### src/rtl/tile_inject_port.sv
`default_nettype none
// ============================================================================
// Module  : tile_inject_port
// Brief   : Per-VC flit FIFOs feeding a credit-gated round-robin injector.
//           Define TILE_INJ_PKT_LOCK_EN for wormhole (packet-locked) arbitration.
// Revision: 1.0  initial release
// ============================================================================
module tile_inject_port #(
    parameter int NUM_VCS    = 2,
    parameter int DATA_WIDTH = 32,
    parameter int DEPTH      = 8,
    parameter int CREDITS    = 8,
    localparam int C_VC_W    = (NUM_VCS > 1) ? $clog2(NUM_VCS) : 1
) (
    input  logic                          clk,
    input  logic                          n_rst,
    input  logic [NUM_VCS-1:0]            in_valid,
    output logic [NUM_VCS-1:0]            in_ready,
    input  logic [NUM_VCS*DATA_WIDTH-1:0] in_data,
    input  logic [NUM_VCS-1:0]            in_last,
    output logic                          out_valid,
    output logic [C_VC_W-1:0]             out_vc,
    output logic [DATA_WIDTH-1:0]         out_data,
    output logic                          out_last,
    input  logic [NUM_VCS-1:0]            credit_return,
    output logic                          credit_err
);

    localparam int C_PTR_W = $clog2(DEPTH);
    localparam int C_OCC_W = C_PTR_W + 1;
    localparam int C_CRD_W = $clog2(CREDITS + 1);
    localparam logic [C_OCC_W-1:0] C_FULL    = C_OCC_W'(DEPTH);
    localparam logic [C_CRD_W-1:0] C_CRD_MAX = C_CRD_W'(CREDITS);

    // Entry layout: {last, data}
    logic [DATA_WIDTH:0]   fifo_mem [NUM_VCS][DEPTH];
    logic [C_PTR_W-1:0]    wr_ptr_q [NUM_VCS];
    logic [C_PTR_W-1:0]    wr_ptr_d [NUM_VCS];
    logic [C_PTR_W-1:0]    rd_ptr_q [NUM_VCS];
    logic [C_PTR_W-1:0]    rd_ptr_d [NUM_VCS];
    logic [C_OCC_W-1:0]    occ_q    [NUM_VCS];
    logic [C_OCC_W-1:0]    occ_d    [NUM_VCS];
    logic [C_CRD_W-1:0]    credit_q [NUM_VCS];
    logic [C_CRD_W-1:0]    credit_d [NUM_VCS];
    logic [C_VC_W-1:0]     last_grant_q, last_grant_d;
    logic                  out_valid_q, out_valid_d;
    logic [C_VC_W-1:0]     out_vc_q, out_vc_d;
    logic [DATA_WIDTH-1:0] out_data_q, out_data_d;
    logic                  out_last_q, out_last_d;
    logic                  credit_err_q, credit_err_d;
`ifdef TILE_INJ_PKT_LOCK_EN
    logic                  lock_q, lock_d;
    logic [C_VC_W-1:0]     lock_vc_q, lock_vc_d;
`endif

    logic [NUM_VCS-1:0]    w_push, w_pop, w_elig;
    logic                  w_gnt;
    logic [C_VC_W-1:0]     w_gnt_vc, w_cand;
    logic [DATA_WIDTH:0]   w_head;

    for (genvar gi = 0; gi < NUM_VCS; gi++) begin : g_vc
        assign in_ready[gi] = (occ_q[gi] != C_FULL);
        assign w_push[gi]   = in_valid[gi] && in_ready[gi];
        assign w_elig[gi]   = (occ_q[gi] != '0) && (credit_q[gi] != '0);
        assign w_pop[gi]    = w_gnt && (w_gnt_vc == C_VC_W'(gi));
    end

    // Round-robin search from the VC after the last pointer position.
    always_comb begin
        w_gnt    = 1'b0;
        w_gnt_vc = '0;
        w_cand   = '0;
        for (int off = 1; off <= NUM_VCS; off++) begin
            w_cand = C_VC_W'((int'(last_grant_q) + off) % NUM_VCS);
            if (!w_gnt && w_elig[w_cand]) begin
                w_gnt    = 1'b1;
                w_gnt_vc = w_cand;
            end
        end
`ifdef TILE_INJ_PKT_LOCK_EN
        if (lock_q) begin
            w_gnt    = w_elig[lock_vc_q];
            w_gnt_vc = lock_vc_q;
        end
`endif
    end

    assign w_head = fifo_mem[w_gnt_vc][rd_ptr_q[w_gnt_vc]];

    always_comb begin
        credit_err_d = credit_err_q;
        for (int i = 0; i < NUM_VCS; i++) begin
            wr_ptr_d[i] = w_push[i] ? wr_ptr_q[i] + C_PTR_W'(1) : wr_ptr_q[i];
            rd_ptr_d[i] = w_pop[i]  ? rd_ptr_q[i] + C_PTR_W'(1) : rd_ptr_q[i];
            case ({w_push[i], w_pop[i]})
                2'b10:   occ_d[i] = occ_q[i] + C_OCC_W'(1);
                2'b01:   occ_d[i] = occ_q[i] - C_OCC_W'(1);
                default: occ_d[i] = occ_q[i];
            endcase
            credit_d[i] = credit_q[i];
            case ({w_pop[i], credit_return[i]})
                2'b10: credit_d[i] = credit_q[i] - C_CRD_W'(1);
                2'b01: begin
                    if (credit_q[i] == C_CRD_MAX) credit_err_d = 1'b1;
                    else                          credit_d[i]  = credit_q[i] + C_CRD_W'(1);
                end
                default: credit_d[i] = credit_q[i];
            endcase
        end
    end

    always_comb begin
        out_valid_d  = w_gnt;
        out_vc_d     = w_gnt ? w_gnt_vc : out_vc_q;
        out_data_d   = w_gnt ? w_head[DATA_WIDTH-1:0] : out_data_q;
        out_last_d   = w_gnt ? w_head[DATA_WIDTH] : out_last_q;
        last_grant_d = last_grant_q;
`ifdef TILE_INJ_PKT_LOCK_EN
        lock_d    = lock_q;
        lock_vc_d = lock_vc_q;
        // Pointer moves only when a packet completes; a head flit locks its VC.
        if (w_gnt) begin
            if (w_head[DATA_WIDTH]) begin
                lock_d       = 1'b0;
                last_grant_d = w_gnt_vc;
            end else begin
                lock_d    = 1'b1;
                lock_vc_d = w_gnt_vc;
            end
        end
`else
        if (w_gnt) last_grant_d = w_gnt_vc;
`endif
    end

    always_ff @(posedge clk) begin
        for (int i = 0; i < NUM_VCS; i++) begin
            if (w_push[i]) fifo_mem[i][wr_ptr_q[i]] <= {in_last[i], in_data[i*DATA_WIDTH +: DATA_WIDTH]};
        end
    end

    always_ff @(posedge clk or negedge n_rst) begin
        if (!n_rst) begin
            for (int i = 0; i < NUM_VCS; i++) begin
                wr_ptr_q[i] <= '0;
                rd_ptr_q[i] <= '0;
                occ_q[i]    <= '0;
                credit_q[i] <= C_CRD_MAX;
            end
            last_grant_q <= C_VC_W'(NUM_VCS - 1);
            out_valid_q  <= 1'b0;
            out_vc_q     <= '0;
            out_data_q   <= '0;
            out_last_q   <= 1'b0;
            credit_err_q <= 1'b0;
`ifdef TILE_INJ_PKT_LOCK_EN
            lock_q       <= 1'b0;
            lock_vc_q    <= '0;
`endif
        end else begin
            wr_ptr_q     <= wr_ptr_d;
            rd_ptr_q     <= rd_ptr_d;
            occ_q        <= occ_d;
            credit_q     <= credit_d;
            last_grant_q <= last_grant_d;
            out_valid_q  <= out_valid_d;
            out_vc_q     <= out_vc_d;
            out_data_q   <= out_data_d;
            out_last_q   <= out_last_d;
            credit_err_q <= credit_err_d;
`ifdef TILE_INJ_PKT_LOCK_EN
            lock_q       <= lock_d;
            lock_vc_q    <= lock_vc_d;
`endif
        end
    end

    assign out_valid  = out_valid_q;
    assign out_vc     = out_vc_q;
    assign out_data   = out_data_q;
    assign out_last   = out_last_q;
    assign credit_err = credit_err_q;

endmodule
`default_nettype wire
### config.mk
export PLATFORM = sky130hd
export DESIGN_NAME = tile_inject_port
export DESIGN_NICKNAME = d
export VERILOG_FILES = /design/src/rtl/tile_inject_port.sv
export SDC_FILE = /design/constraint.sdc
export NUM_CORES = 1
export LEC_CHECK = 0
export BUFFER_PORTS_ARGS = -buffer_cell sky130_fd_sc_hd__buf_2
export CAP_MARGIN = 5
export CORE_MARGIN = 2
export CORE_UTILIZATION = 55
export DETAILED_ROUTE_END_ITERATION = 8
export HOLD_SLACK_MARGIN = 0.12
export PLACE_DENSITY_LB_ADDON = 0.25
export SYNTH_ARGS = -nofsm -noshare
export SYNTH_HDL_FRONTEND = slang
export SYNTH_SLANG_ARGS = --single-unit
### constraint.sdc
create_clock -name clk -period 6.05 [get_ports clk]
set_input_delay 0.9075 -clock clk [delete_from_list [all_inputs] [get_ports clk]]
set_output_delay 0.9075 -clock clk [all_outputs]
set_load 0.02 [all_outputs]
# Word-level counts from Yosys, hierarchy flattened
# Memories as Yosys holds them, arrays and structs flattened.
# Cells that the tools add are included.
# totals
ff_bits	65
latchBits	0
ramBits	528
rom_bits	0
input_bits	72
elab_cells	108
n_memories	1
# op_classes
n_addsub	14
mul	0
n_div	0
magnitude_cmp	8
eq_ne	14
shift	0
mux	32
n_bitwise	5
reduce_logical	20
# memory_table
name	depth	width	read_ports	rd_ports_with_merged_regs	wr	line	source
fifo_mem	2	264	1	0	2	36	logic [DATA_WIDTH:0] fifo_mem [NUM_VCS][DEPTH];
# ops
op	n
two-way mux 264 bit	2
demux 33 bit (select 3 bit)	2
two-way mux 33 bit	4
binary-select mux 33 bit (select 3 bit)	1
case mux 4 bit (2 select lines)	4
adder 4 x 1 -> 4 bit, second input constant	4
nonzero test 4 bit	4
subtractor 4 x 1 -> 4 bit, second input constant	4
two-way mux 1 bit	14
adder 3 x 1 -> 3 bit, second input constant	4
>= comparator 4 bit, second input constant	3
inverter 3 -> 4 bit	3
logical AND 1 bit	9
two-way mux 3 bit	3
equality test 2 x 1 -> 1 bit, second input constant	4
equality test 2 bit, second input constant	4
equality test 4 bit, second input constant	2
< comparator 4 x 1 -> 1 bit, second input constant	2
two-way mux 4 bit	2
inequality test 4 bit, second input constant	2
nonzero test 2 bit	4
< comparator 1 x 2 -> 1 bit, second input constant	2
inequality test 2 bit, second input constant	2
AND reduction 2 bit	2
other kinds (5)	6

# Longest topological paths before layout
# depth
depth_word	16
depth_mapped	13
mapped_depth_nobuf	12

# Worst setup path before layout
# OpenSTA, ideal clock, no wires.
# synth_timing
path_kind	input to register
from	input in_valid[0]
to	memory fifo_mem[0][231] (netlist bit) (enable)
setup_ns	0.506
t_arrival_ns	4.234
setup_slack_ns	1.310
cell_stages	2
path_buffers	0
cell_sequence	nand2_1 > nor4_1
# synth_lines
element	line	source
start: declaration	17	input logic [NUM_VCS-1:0] in_valid,
end: declaration	36	

# Worst setup path in the final report
# layout_timing
from	register credit_q[3] (netlist bit)
to	register out_data_q[27] (netlist: out_data[27])
# layout_via
elab_chain_cells	16
# layout_rtl
element	line	source
start: declaration	43	logic [C_CRD_W-1:0] credit_q [NUM_VCS];
start signal: assignment	164	credit_q <= credit_d;
nonzero test 4 bit *	64	assign w_elig[gi] = (occ_q[gi] != '0) && (credit_q[gi] != '0);
logical AND 1 bit *	64	
two-way mux 1 bit (not written as such) (2 in series)	75	if (!w_gnt && w_elig[w_cand]) begin
two-way mux 1 bit	75	
zero test 1 bit	75	
logical AND 1 bit	75	
two-way mux 1 bit	75	
inverter 1 -> 2 bit (not written as such)	88	assign w_head = fifo_mem[w_gnt_vc][rd_ptr_q[w_gnt_vc]];
two-way mux 3 bit (not written as such) (3 in series)	88	
inverter 3 -> 4 bit (not written as such)	88	
binary-select mux 33 bit (select 3 bit)	88	
two-way mux 33 bit (not written as such) (2 in series)	88	
end signal: assignment	168	out_data_q <= out_data_d;
end: declaration	48	logic [DATA_WIDTH-1:0] out_data_q, out_data_d;
# Mark *: on every way between the ends. The rest lies on a longest branch, timed or not. The select of a mux whose other input is x is not followed.
# A chain may end at the register's enable or synchronous reset.

==> impl_metrics.tcl <==
set metrics [dict create \
    vdd_drop_max_mv 0.470 \
    finalWirelength_mm 56.2 \
    wl_per_cell_um 25.8 \
    switching_share_pct 38.2 \
    ys_seq_area_share_pct 75.3 \
    hold_viol_final 0 \
    final_core_util_pct 63.0 \
    synthArstFlopShare_pct 11.0 \
    dr.pass1.iters 5 \
    cts_resized 0 \
    synth_top_family_by_area "compound AO/OA/AOI/OAI gates" \
    p_total_mw 15.1 \
    clock_path_buffers 3 \
    setup_tns_ns 0 \
    reg2reg_from "credit_q[3]$_DFFE_PN1P_" \
    grt_pass1_wl_mm 83.0 \
    hold_buffers 0 \
    grt_pass1_vias 13100 \
    crit_fanout 46 \
    rsz0062_at_grt "no" \
    synth_compound_gate_area_share_pct 7.85 \
    synth_cells 1462 \
    outcome "finished, final reports clean" \
    io_pins 110 \
    power_frac_seq_pct 37.8 \
    grt_max_degree 71 \
    drive_gt1_share_pct 18.9 \
    worst-setup-path-type "reg -> reg" \
    power_leakage_nw 9.16 \
    yosys_warnings 0 \
    track_usage_pct 25.7 \
    tightestPinTransition_ns 1.21 \
    synthFlopType "edfxtp_1" \
    clkTransAtPathRegs_ns 0.06 \
    intPower_mw 9.36 \
    synthMuxAreaShare_pct 7.01 \
    vias 13500 \
    worst_r2r_path_depth 8 \
    place_congestion 0.789 \
    synth_edf_count 528 \
    die_area_um2 43900 \
    cts.htree.levels 2 \
    clock-sinks 593 \
    nets 1679 \
    core_um2 41800 \
    grt_overflow 0 \
    final.setup_skew_ns 0.0196 \
    maxCapViolCount 0 \
    dp_slack_ns 2.24 \
    finalCritPeriodShare_pct 63.8 \
    setup_slack_ns 2.19 \
    initial_core_util_pct 55.6 \
    n_fill_cell 2929 \
    synth_fa_ha_area_share_pct 1.10 \
    end_kind "flip-flop" \
    r2r_slack_ns 2.19 \
    p_sw_mw 5.78 \
    via_per_inst 6.18 \
    mappedNetlistNets 1552 \
    ant_nets 0 \
    synth-simple-area-share_pct 6.25 \
    rows 75 \
    numPortBuffers 109 \
    fin_crit_ns 3.86 \
    ys_types 50 \
    crit_required_ns 6.49 \
    cts_root_buf "clkbuf_16" \
    first_iter_violations 1306 \
    die_w_um 209 \
    ys_seq_elements 593 \
    power_density_nw_per_um2 575 \
    start_kind "flip-flop" \
    postCtsSetupRepairBufs 0 \
    fmax_ghz 0.259 \
    max-slew-margin-rel_pct 19.3 \
    synth_area_um2 23200 \
    pwr-share-clk_pct 23.2 \
    multi_input_area_um2 5450 \
    cts_tree "yes" \
    hp-class "in -> async" \
    synth_xor_area_share_pct 0.792 \
    hpwlAfterDp_mm 32.2 \
    regArea_um2 17500 \
    clkLatencyLatePin_ns 0.62 \
    drv_slew 0 \
    antenna_found_initial 5 \
    remaining_drc_errors 0 \
    cts_buffers 57 \
    chipHeight_um 209 \
    area_growth_pct 13.4 \
    synth.avg_cell_area_um2 15.9 \
    p_comb_share_pct 39.0 \
    setup_viol 0 \
    crit_arrival_ns 4.30 \
    r2r_end "out_data[27]$_DFFE_PN0P_" \
]
-- how the worst max path moves through the flow --
stage | start | end | slack, ns | depth (start not counted)
final | credit_q[3]$_DFFE_PN1P_ | out_data[27]$_DFFE_PN0P_ | 2.19 | 8
after global routing | credit_q[3]$_DFFE_PN1P_ | out_data[8]$_DFFE_PN0P_ | 2.05 | 8
after CTS | credit_q[3]$_DFFE_PN1P_ | out_data[27]$_DFFE_PN0P_ | 2.20 | 8
after detailed placement | credit_q[3]$_DFFE_PN1P_ | out_data[4]$_DFFE_PN0P_ | 2.24 | 8
after global placement | credit_q[3]$_DFFE_PN1P_ | out_data[16]$_DFFE_PN0P_ | 2.37 | 8
after floorplan | in_valid[0] | fifo_mem[0][231]$_DFFE_PP_ | 1.31 | 2
-- kinds of logic after synthesis --
logic type | after synthesis
buffers and inverters | 85
multiplexers | 157
XOR/XNOR | 21
AND/OR/NAND/NOR | 325
adder cells (fa/ha/maj) | 18
flip-flops | 593
AO/OA/AOI/OAI | 263
-- cells in the mapped netlist (all sizes together) (13+ instances only) --
cell type	number	share of area (%)
nand2	182	2.9
xnor2	13	0.49
nor2	26	0.43
buf	32	0.84
nand3	41	0.88
o21ai	41	0.92
o22ai	25	0.67
a21oi	85	1.8
o221ai	24	0.91
mux2i	122	5.3
clkbuf	42	0.68
a221oi	16	0.60
nor3	17	0.37
a32o	14	0.60
edfxtp	528	68
o221a	13	0.63
mux2	34	1.6
dfrtp	62	6.7
a211oi	13	0.42
ha	14	0.75
nor4	25	0.67
-- state kept, by name, summed over array words and instances, names as in the netlist --
register / cells
credit_err: 1
credit_q: 8
fifo_mem: 528
last_grant_q: 1
occ_q: 8
out_data: 32
out_last: 1
out_valid: 1
out_vc: 1
rd_ptr_q: 6
wr_ptr_q: 6
-- cell usage in the layout (no fill, tap or decap), types with 6 or more instances in the layout --
cell,instances
dfrtp_1,60
xor2_1,8
a211oi_1,13
o221a_2,13
buf_4,34
clkbuf_8,9
a21oi_1,84
buf_2,108
a32oi_1,10
o21ai_0,33
clkinv_2,11
mux2i_1,122
clkbuf_16,60
and2_1,9
a221oi_1,16
nand3_1,41
ha_1,14
o21ai_1,6
nand2_1,181
o22ai_1,25
nor3_2,8
nor2_4,6
inv_1,9
nor3_1,9
o311ai_0,11
xnor2_1,13
edfxtp_1,528
nor2_1,19
o221ai_1,24
nor4_1,23
mux2_2,34
a32o_1,14
clkbuf_1,19
-- critical path, stage by stage (launching register included) --
cell and delay [ns]:
dfstp_2 0.57, nor4_1 0.08, nor2_1 0.37, a21oi_2 0.15, inv_2 0.75, and3_1 1.11, o221ai_1 0.38, o22ai_1 0.22
a21oi_1 0.06
-- final cells by class --
| cell class | count | share of cell area (%) |
|---|---|---|
| flip-flops and latches | 593 | 66.4 |
| well taps | 539 | 2.56 |
| diodes | 3 | 0.0285 |
| inverters | 11 | 0.157 |
| repair buffers | 142 | 3.02 |
| clock inverters | 20 | 0.637 |
| multi-input cells | 784 | 20.7 |
| clock buffers | 88 | 6.44 |
-- routing by layer --
metal	vias up	share of wire (%)	global-route usage [%]
li1	5979	-	-
met1	6775	42	36.4
met2	608	48	41.0
met3	103	8.7	5.75
met4	6	2.2	7.14
met5	-	0.050	0
-- power by group through the flow --
stage | registers (mW) | logic, mW | clock network [mW]
floorplan | 5.78 | 4.04 | 0
global placement | 5.77 | 5.73 | 0
detailed placement | 5.80 | 5.90 | 0
CTS | 5.73 | 5.91 | 3.55
global route | 5.78 | 6.37 | 3.71
finish | 5.73 | 5.90 | 3.51
-- stage by stage --
step                instance area [µm²]  instances  hold WS [ns]
floorplan                         23200       1462         0.456
global placement                  24500       2069         0.481
detailed placement                24500       2069         0.493
CTS                               26300       2177         0.154
global route                      26300       2178         0.176
finish                            26300       2180         0.178
(Power assumes the default switching activity.)
